$ cat config.mk
export PLATFORM = sky130hd
export DESIGN_NAME = memory_stage_flat
export DESIGN_NICKNAME = d
export VERILOG_FILES = /design/src/rtl/memory_stage_if.sv /design/src/rtl/memory_stage.sv /design/src/flat_wrapper.sv
export SDC_FILE = /design/constraint.sdc
export NUM_CORES = 1
export LEC_CHECK = 0
export CORE_ASPECT_RATIO = 1.1
export CORE_MARGIN = 1.5
export CORE_UTILIZATION = 50
export CTS_CLUSTER_DIAMETER = 150
export DETAILED_ROUTE_END_ITERATION = 10
export PLACE_DENSITY = 0.92
export SYNTH_ARGS = -nofsm -noshare
export SYNTH_HDL_FRONTEND = slang
export SYNTH_SLANG_ARGS = --single-unit
$ cat constraint.sdc
create_clock -name clk_i -period 3.9 [get_ports clk_i]
set_input_delay 0.585 -clock clk_i [delete_from_list [all_inputs] [get_ports clk_i]]
set_output_delay 0.585 -clock clk_i [all_outputs]
set_load 0.01 [all_outputs]
$ cat src/rtl/memory_stage_if.sv
// Data-memory request/grant/response bus between memory_stage and the data memory.
interface memory_stage_if;
  logic        dmem_req_v;
  logic        dmem_we;
  logic [31:0] dmem_addr;
  logic [31:0] dmem_wdata;
  logic [3:0]  dmem_be;
  logic        dmem_gnt_i;
  logic        dmem_rvalid_i;
  logic [31:0] dmem_rdata_i;

  modport master (
    output dmem_req_v, dmem_we, dmem_addr, dmem_wdata, dmem_be,
    input  dmem_gnt_i, dmem_rvalid_i, dmem_rdata_i
  );

  modport slave (
    input  dmem_req_v, dmem_we, dmem_addr, dmem_wdata, dmem_be,
    output dmem_gnt_i, dmem_rvalid_i, dmem_rdata_i
  );
endinterface

$ cat src/rtl/memory_stage.sv
// Pipeline memory stage: passes ALU results through and performs loads/stores
// over a request/grant/response data-memory bus, stalling upstream while busy.
module memory_stage #(
  parameter int unsigned TIMEOUT_CYCLES = 255
) (
  input  logic                 clk_i,
  input  logic                 rst_i,
  input  logic                 execute_v,
  input  logic [4:0]           execute_rd,
  input  logic [31:0]          execute_result,
  input  logic [31:0]          execute_data,
  input  logic                 execute_ld_v,
  input  logic                 execute_st_v,
  input  logic [2:0]           execute_funct3,
  input  logic                 execute_wb_v,
  output logic                 memory_stall_v,
  memory_stage_if.master       dmem,
  output logic                 memory_v,
  output logic [4:0]           memory_rd,
  output logic [31:0]          memory_result,
  output logic                 memory_wb_v,
  output logic                 memory_misaligned_v,
  output logic                 memory_fault_v
);

  localparam int unsigned CNT_W = 16;
  localparam logic [CNT_W-1:0] CNT_LAST = CNT_W'(TIMEOUT_CYCLES - 1);

  typedef enum logic [1:0] {IDLE, REQ, RESP} state_e;

  state_e             state_q, state_d;
  logic [CNT_W-1:0]   cnt_q, cnt_d;
  logic               req_q, req_d, we_q, we_d;
  logic [31:0]        addr_q, addr_d, wdata_q, wdata_d;
  logic [3:0]         be_q, be_d;
  logic [1:0]         lane_q, lane_d, size_q, size_d;
  logic               uns_q, uns_d, wb_q, wb_d;
  logic [4:0]         rd_q, rd_d, mrd_q, mrd_d;
  logic [31:0]        mres_q, mres_d;
  logic               mv_q, mv_d, mwb_q, mwb_d, mis_q, mis_d, flt_q, flt_d;

  logic               ex_mem_op, ex_misaligned, timed_out;
  logic [3:0]         ex_be;
  logic [31:0]        ex_wdata, rd_shifted, load_data;

  // Decode of the instruction offered by execute (funct3[1:0]: 00 B, 01 H, else W).
  always_comb begin
    ex_mem_op     = execute_ld_v | execute_st_v;
    ex_misaligned = ((execute_funct3[1:0] == 2'b01) && execute_result[0]) ||
                    (execute_funct3[1] && (execute_result[1:0] != 2'b00));
    unique case (execute_funct3[1:0])
      2'b00: begin
        ex_be    = 4'(4'b0001 << execute_result[1:0]);
        ex_wdata = {4{execute_data[7:0]}};
      end
      2'b01: begin
        ex_be    = 4'(4'b0011 << execute_result[1:0]);
        ex_wdata = {2{execute_data[15:0]}};
      end
      default: begin
        ex_be    = 4'b1111;
        ex_wdata = execute_data;
      end
    endcase
  end

  // Align the returned word to the addressed lane and extend to 32 bits.
  always_comb begin
    rd_shifted = dmem.dmem_rdata_i >> {lane_q, 3'b000};
    unique case (size_q)
      2'b00:   load_data = uns_q ? {24'd0, rd_shifted[7:0]}
                                 : {{24{rd_shifted[7]}}, rd_shifted[7:0]};
      2'b01:   load_data = uns_q ? {16'd0, rd_shifted[15:0]}
                                 : {{16{rd_shifted[15]}}, rd_shifted[15:0]};
      default: load_data = rd_shifted;
    endcase
  end

  assign timed_out      = (cnt_q >= CNT_LAST);
  assign memory_stall_v = (state_q != IDLE);

  always_comb begin
    state_d = state_q;
    cnt_d   = cnt_q;
    req_d   = req_q;
    we_d    = we_q;
    addr_d  = addr_q;
    wdata_d = wdata_q;
    be_d    = be_q;
    lane_d  = lane_q;
    size_d  = size_q;
    uns_d   = uns_q;
    wb_d    = wb_q;
    rd_d    = rd_q;
    mrd_d   = mrd_q;
    mres_d  = mres_q;
    mv_d    = 1'b0;
    mwb_d   = 1'b0;
    mis_d   = 1'b0;
    flt_d   = 1'b0;

    unique case (state_q)
      IDLE: begin
        if (execute_v && !ex_mem_op) begin
          mv_d   = 1'b1;
          mres_d = execute_result;
          mrd_d  = execute_rd;
          mwb_d  = execute_wb_v;
        end else if (execute_v && ex_misaligned) begin
          mv_d   = 1'b1;
          mis_d  = 1'b1;
          mres_d = execute_result;
          mrd_d  = execute_rd;
        end else if (execute_v) begin
          state_d = REQ;
          cnt_d   = '0;
          req_d   = 1'b1;
          we_d    = execute_st_v;
          addr_d  = {execute_result[31:2], 2'b00};
          wdata_d = ex_wdata;
          be_d    = ex_be;
          lane_d  = execute_result[1:0];
          size_d  = execute_funct3[1:0];
          uns_d   = execute_funct3[2];
          wb_d    = execute_wb_v;
          rd_d    = execute_rd;
        end
      end
      REQ: begin
        cnt_d = cnt_q + CNT_W'(1);
        if (dmem.dmem_gnt_i) begin
          req_d   = 1'b0;
          state_d = we_q ? IDLE : RESP;
          if (we_q) begin
            mv_d  = 1'b1;
            mrd_d = rd_q;
          end
        end else if (timed_out) begin
          req_d   = 1'b0;
          mv_d    = 1'b1;
          flt_d   = 1'b1;
          mrd_d   = rd_q;
          state_d = IDLE;
        end
      end
      RESP: begin
        cnt_d = cnt_q + CNT_W'(1);
        if (dmem.dmem_rvalid_i) begin
          mv_d    = 1'b1;
          mres_d  = load_data;
          mrd_d   = rd_q;
          mwb_d   = wb_q;
          state_d = IDLE;
        end else if (timed_out) begin
          mv_d    = 1'b1;
          flt_d   = 1'b1;
          mrd_d   = rd_q;
          state_d = IDLE;
        end
      end
      default: state_d = IDLE;
    endcase
  end

  always_ff @(posedge clk_i) begin
    if (rst_i) begin
      state_q <= IDLE;
      cnt_q   <= '0;
      req_q   <= 1'b0;
      we_q    <= 1'b0;
      addr_q  <= '0;
      wdata_q <= '0;
      be_q    <= '0;
      lane_q  <= '0;
      size_q  <= '0;
      uns_q   <= 1'b0;
      wb_q    <= 1'b0;
      rd_q    <= '0;
      mrd_q   <= '0;
      mres_q  <= '0;
      mv_q    <= 1'b0;
      mwb_q   <= 1'b0;
      mis_q   <= 1'b0;
      flt_q   <= 1'b0;
    end else begin
      state_q <= state_d;
      cnt_q   <= cnt_d;
      req_q   <= req_d;
      we_q    <= we_d;
      addr_q  <= addr_d;
      wdata_q <= wdata_d;
      be_q    <= be_d;
      lane_q  <= lane_d;
      size_q  <= size_d;
      uns_q   <= uns_d;
      wb_q    <= wb_d;
      rd_q    <= rd_d;
      mrd_q   <= mrd_d;
      mres_q  <= mres_d;
      mv_q    <= mv_d;
      mwb_q   <= mwb_d;
      mis_q   <= mis_d;
      flt_q   <= flt_d;
    end
  end

  assign dmem.dmem_req_v   = req_q;
  assign dmem.dmem_we      = we_q;
  assign dmem.dmem_addr    = addr_q;
  assign dmem.dmem_wdata   = wdata_q;
  assign dmem.dmem_be      = be_q;
  assign memory_v            = mv_q;
  assign memory_rd           = mrd_q;
  assign memory_result       = mres_q;
  assign memory_wb_v         = mwb_q;
  assign memory_misaligned_v = mis_q;
  assign memory_fault_v      = flt_q;

endmodule

$ cat src/flat_wrapper.sv
// flat-port wrapper written by rule: the top's interface ports become plain ports
module memory_stage_flat 
#(
  parameter int unsigned TIMEOUT_CYCLES = 255
)
  (clk_i, rst_i, execute_v, execute_rd, execute_result, execute_data, execute_ld_v, execute_st_v, execute_funct3, execute_wb_v, memory_stall_v, memory_v, memory_rd, memory_result, memory_wb_v, memory_misaligned_v, memory_fault_v, dmem_dmem_req_v, dmem_dmem_we, dmem_dmem_addr, dmem_dmem_wdata, dmem_dmem_be, dmem_dmem_gnt_i, dmem_dmem_rvalid_i, dmem_dmem_rdata_i);
  memory_stage_if dmem_i ();
  input  logic clk_i;
  input  logic rst_i;
  input  logic execute_v;
  input  logic [4:0] execute_rd;
  input  logic [31:0] execute_result;
  input  logic [31:0] execute_data;
  input  logic execute_ld_v;
  input  logic execute_st_v;
  input  logic [2:0] execute_funct3;
  input  logic execute_wb_v;
  output logic memory_stall_v;
  output logic memory_v;
  output logic [4:0] memory_rd;
  output logic [31:0] memory_result;
  output logic memory_wb_v;
  output logic memory_misaligned_v;
  output logic memory_fault_v;
  output wire logic [$bits(dmem_i.dmem_req_v)-1:0] dmem_dmem_req_v;
  output wire logic [$bits(dmem_i.dmem_we)-1:0] dmem_dmem_we;
  output wire logic [$bits(dmem_i.dmem_addr)-1:0] dmem_dmem_addr;
  output wire logic [$bits(dmem_i.dmem_wdata)-1:0] dmem_dmem_wdata;
  output wire logic [$bits(dmem_i.dmem_be)-1:0] dmem_dmem_be;
  input wire logic [$bits(dmem_i.dmem_gnt_i)-1:0] dmem_dmem_gnt_i;
  input wire logic [$bits(dmem_i.dmem_rvalid_i)-1:0] dmem_dmem_rvalid_i;
  input wire logic [$bits(dmem_i.dmem_rdata_i)-1:0] dmem_dmem_rdata_i;
  assign dmem_dmem_req_v = dmem_i.dmem_req_v;
  assign dmem_dmem_we = dmem_i.dmem_we;
  assign dmem_dmem_addr = dmem_i.dmem_addr;
  assign dmem_dmem_wdata = dmem_i.dmem_wdata;
  assign dmem_dmem_be = dmem_i.dmem_be;
  assign dmem_i.dmem_gnt_i = dmem_dmem_gnt_i;
  assign dmem_i.dmem_rvalid_i = dmem_dmem_rvalid_i;
  assign dmem_i.dmem_rdata_i = dmem_dmem_rdata_i;
  memory_stage #(.TIMEOUT_CYCLES(TIMEOUT_CYCLES)) u_core (.clk_i(clk_i), .rst_i(rst_i), .execute_v(execute_v), .execute_rd(execute_rd), .execute_result(execute_result), .execute_data(execute_data), .execute_ld_v(execute_ld_v), .execute_st_v(execute_st_v), .execute_funct3(execute_funct3), .execute_wb_v(execute_wb_v), .memory_stall_v(memory_stall_v), .dmem(dmem_i), .memory_v(memory_v), .memory_rd(memory_rd), .memory_result(memory_result), .memory_wb_v(memory_wb_v), .memory_misaligned_v(memory_misaligned_v), .memory_fault_v(memory_fault_v));
endmodule
==> qor.yml <==
yosys:
  synthArstFlopShare: 0
  synth_edf_count: 0
  synth_compound_area_frac: 0.234
  synth_top_family_by_area: "compound AO/OA/AOI/OAI gates"
  ys_ff_latch: 138
  syn_inst: 787
  synthSimpleGateAreaFrac: 0.192
  synthFlopType: "dfxtp_1"
  synth_cell_type_count: 65
  yosysSeqAreaShare: 0.418
  synth-xor-area-share: 0.0119
  muxShareOfSynthArea: 0.0783
  synth.avg_cell_area_um2: 8.40
  yosys_warnings: 0
  synth_fa_ha_area_frac: 0.0132
  netlist_area_um2: 6610
grt:
  grt_pass1_vias: 6179
  grt_first_pass_wirelength_mm: 31.4
  grt_max_degree: 97
  groute.usage.overall: 0.292
  antenna_found_initial: 0
  overflow: 0
die:
  start_util: 0.518
  dieArea_um2: 13900
  core_um2: 12800
  die_y_um: 124
  rows: 43
  ios: 224
  dieWidth_um: 113
sta:
  max_freq_ghz: 0.373
  period_share: 0.687
  finalSetupTns_ns: 0
  finalSetupViolCount: 0
  setup_ws_ns: 1.22
  finalClockSkew_ns: 0.00856
  maxSlewViolCount: 0
  min_period_ns: 2.68
  worst_pin_slew_ns: 1.12
  hold-worst-slack_ns: 0.452
  rsz0062_at_grt: "no"
  relSlewSlack: 0.250
  timing.final.hold_violations: 0
detailed_routing:
  vias: 6584
  postRouteAntennaNets: 0
  firstDrtPassIters: 5
  drc: 0
  post_drt_wl_per_cell_um: 18.1
  wirelength_mm: 20.7
  viasPerCell: 5.76
  drtIter0Drc: 619
clock_network:
  htree_levels: 4
  clockBufferDepth: 2
  cts_tree: "done"
  post_cts_resized: 0
  cts_setup_buffers: 0
  cts_hold_buf: 0
  clk_pin_slew_ns: 0.06
  cts_buffers: 17
  cts_root_buf: "clkbuf_16"
  clkSinkCount: 138
  clk_latency_ns: 0.42
finish:
  layout_commonest_cell: "clkdlybuf4s50_1"
  register_area_um2: 2760
  final_core_util: 0.739
  n_fill_cell: 948
  area_delta_synth_final_pct: 42.4
  multi_input_area_um2: 3530
  instances_no_fill: 1144
  n_antenna_cell: 0
  nets: 1093
  final_cell_mix: "clkdlybuf4s50_1 (220), nand2_1 (166), dfxtp_1 (138)"
  drive_gt1_frac: 0.0790
worst_setup_path:
  critPathTopFamily: "simple AND/OR/NAND/NOR gates"
  cp-start-kind: "register"
  crit_type: "register to register"
  max_stage_delay_ns: 0.92
  worstPathMaxFanout: 96
  path_cells: "inv_1 -> ha_1 -> o211a_1 -> and3_4 -> nor2_1 -> a211oi_1"
  crit_required_ns: 4.22
  cp_slowest_cell: "and3_4"
  critPathCaptureType: "register"
  cp_num_buf_inv: 1
  critPathArrivalTime_ns: 3.00
status:
  status: "finished, final reports clean"
power:
  power_density_nw_per_um2: 558
  p_leak_nw: 3.22
  ir_drop_v: 0.000284
placement:
  dp_cells: 1112
  pre_cts_slack_ns: 0.887
  gp_congestion: 0.874
  place_hpwl_mm: 14.5
  io_buffer_count: 221
hold_path:
  hp-class: "register to register"
run:
  cap_viol_max_count: 0
[cell type report]
cell class	instances	share of cell area
inverter	10	0.00399
tap	157	0.0209
timing repair buffer	231	0.243
clock buffer	21	0.0489
clock inverter	11	0.0154
sequential	138	0.293
multi-input combinational	576	0.375
[sequential cells by signal, indices dropped and copies added (netlist names)]
signal and count:
u_core.cnt_q 16, u_core.dmem.dmem_req_v 1, u_core.uns_q 1, u_core.memory_wb_v 1, u_core.memory_fault_v 1, u_core.dmem.dmem_be 4
u_core.dmem.dmem_we 1, u_core.dmem.dmem_wdata 32, u_core.lane_q 2, u_core.memory_result 32, u_core.size_q 2, u_core.rd_q 5
u_core.memory_v 1, u_core.state_q 2, u_core.memory_rd 5, u_core.dmem.dmem_addr 30, u_core.memory_misaligned_v 1, u_core.wb_q 1
[stage by stage]
step | power, mW | area (um2)
after floorplan | 2.80 | 6620
after global placement | 3.56 | 8810
after detailed placement | 3.61 | 8810
after CTS | 5.26 | 9420
after global routing | 5.49 | 9420
final | 5.26 | 9420
[power by group]
group          total, mW  switching, mW  internal (mW)  leakage [nW]
clock               1.65          0.612           1.04         0.289
sequential          1.81          0.154           1.66          1.13
combinational       1.80          0.949          0.847          1.81
total               5.26           1.72           3.54          3.22
[final timing paths]
check / startpoint / to / slack [ns] / cells past startpoint
setup / recovery: u_core.state_q[0] / u_core.dmem.dmem_wdata[19] / 1.22 / 6
hold / removal: u_core.dmem.dmem_addr[10] / u_core.dmem.dmem_addr[10] / 0.45 / 2
setup reg to reg: u_core.state_q[0] / u_core.dmem.dmem_wdata[19] / 1.22 / 6
hold reg to reg: u_core.dmem.dmem_addr[10] / u_core.dmem.dmem_addr[10] / 0.45 / 2
[cell usage after synthesis (5+ instances only)]
master       n  share of area
buf_1        5         0.0028
o211ai_1    17          0.019
a211oi_1    22          0.025
nor2_1      59          0.033
clkbuf_1    35          0.020
buf_2       16          0.012
nand3b_1     5         0.0057
nand2_1    166          0.094
nand3_1      8         0.0061
inv_1        9         0.0051
ha_1         7          0.013
dfxtp_1    138           0.42
a2bb2oi_1    8          0.011
a21oi_1     74          0.056
nor4_1       6         0.0057
a221o_1      5         0.0076
a311oi_1    11          0.015
mux2i_1     39          0.059
nor3_1      21          0.016
o21ai_0     38          0.029
a2111oi_2   14          0.032
xnor2_1      9          0.012
mux2_2       9          0.015
[worst min-delay path, stage by stage, from the launching register on]
cell and delay, ns:
dfxtp_1 0.31, nand2_1 0.05, a21oi_1 0.05
[metal layers]
layer,global-route usage,vias up,routed length [um]
met1,0.345,3033,8250
met5,0,-,0
met2,0.493,318,10200
met4,0.152,0,794
li1,-,3176,-
met3,0.0754,57,1540
[logic make-up after synthesis]
logic type                 count (synthesis)
buffers and inverters                     74
and+or+nand+nor                          293
adders and majority gates                  7
DFF                                      138
xor gates and xnor gates                   9
AOI/OAI and AO/OA                        216
muxes                                     49
other                                      1
(Power assumes the default switching activity.)
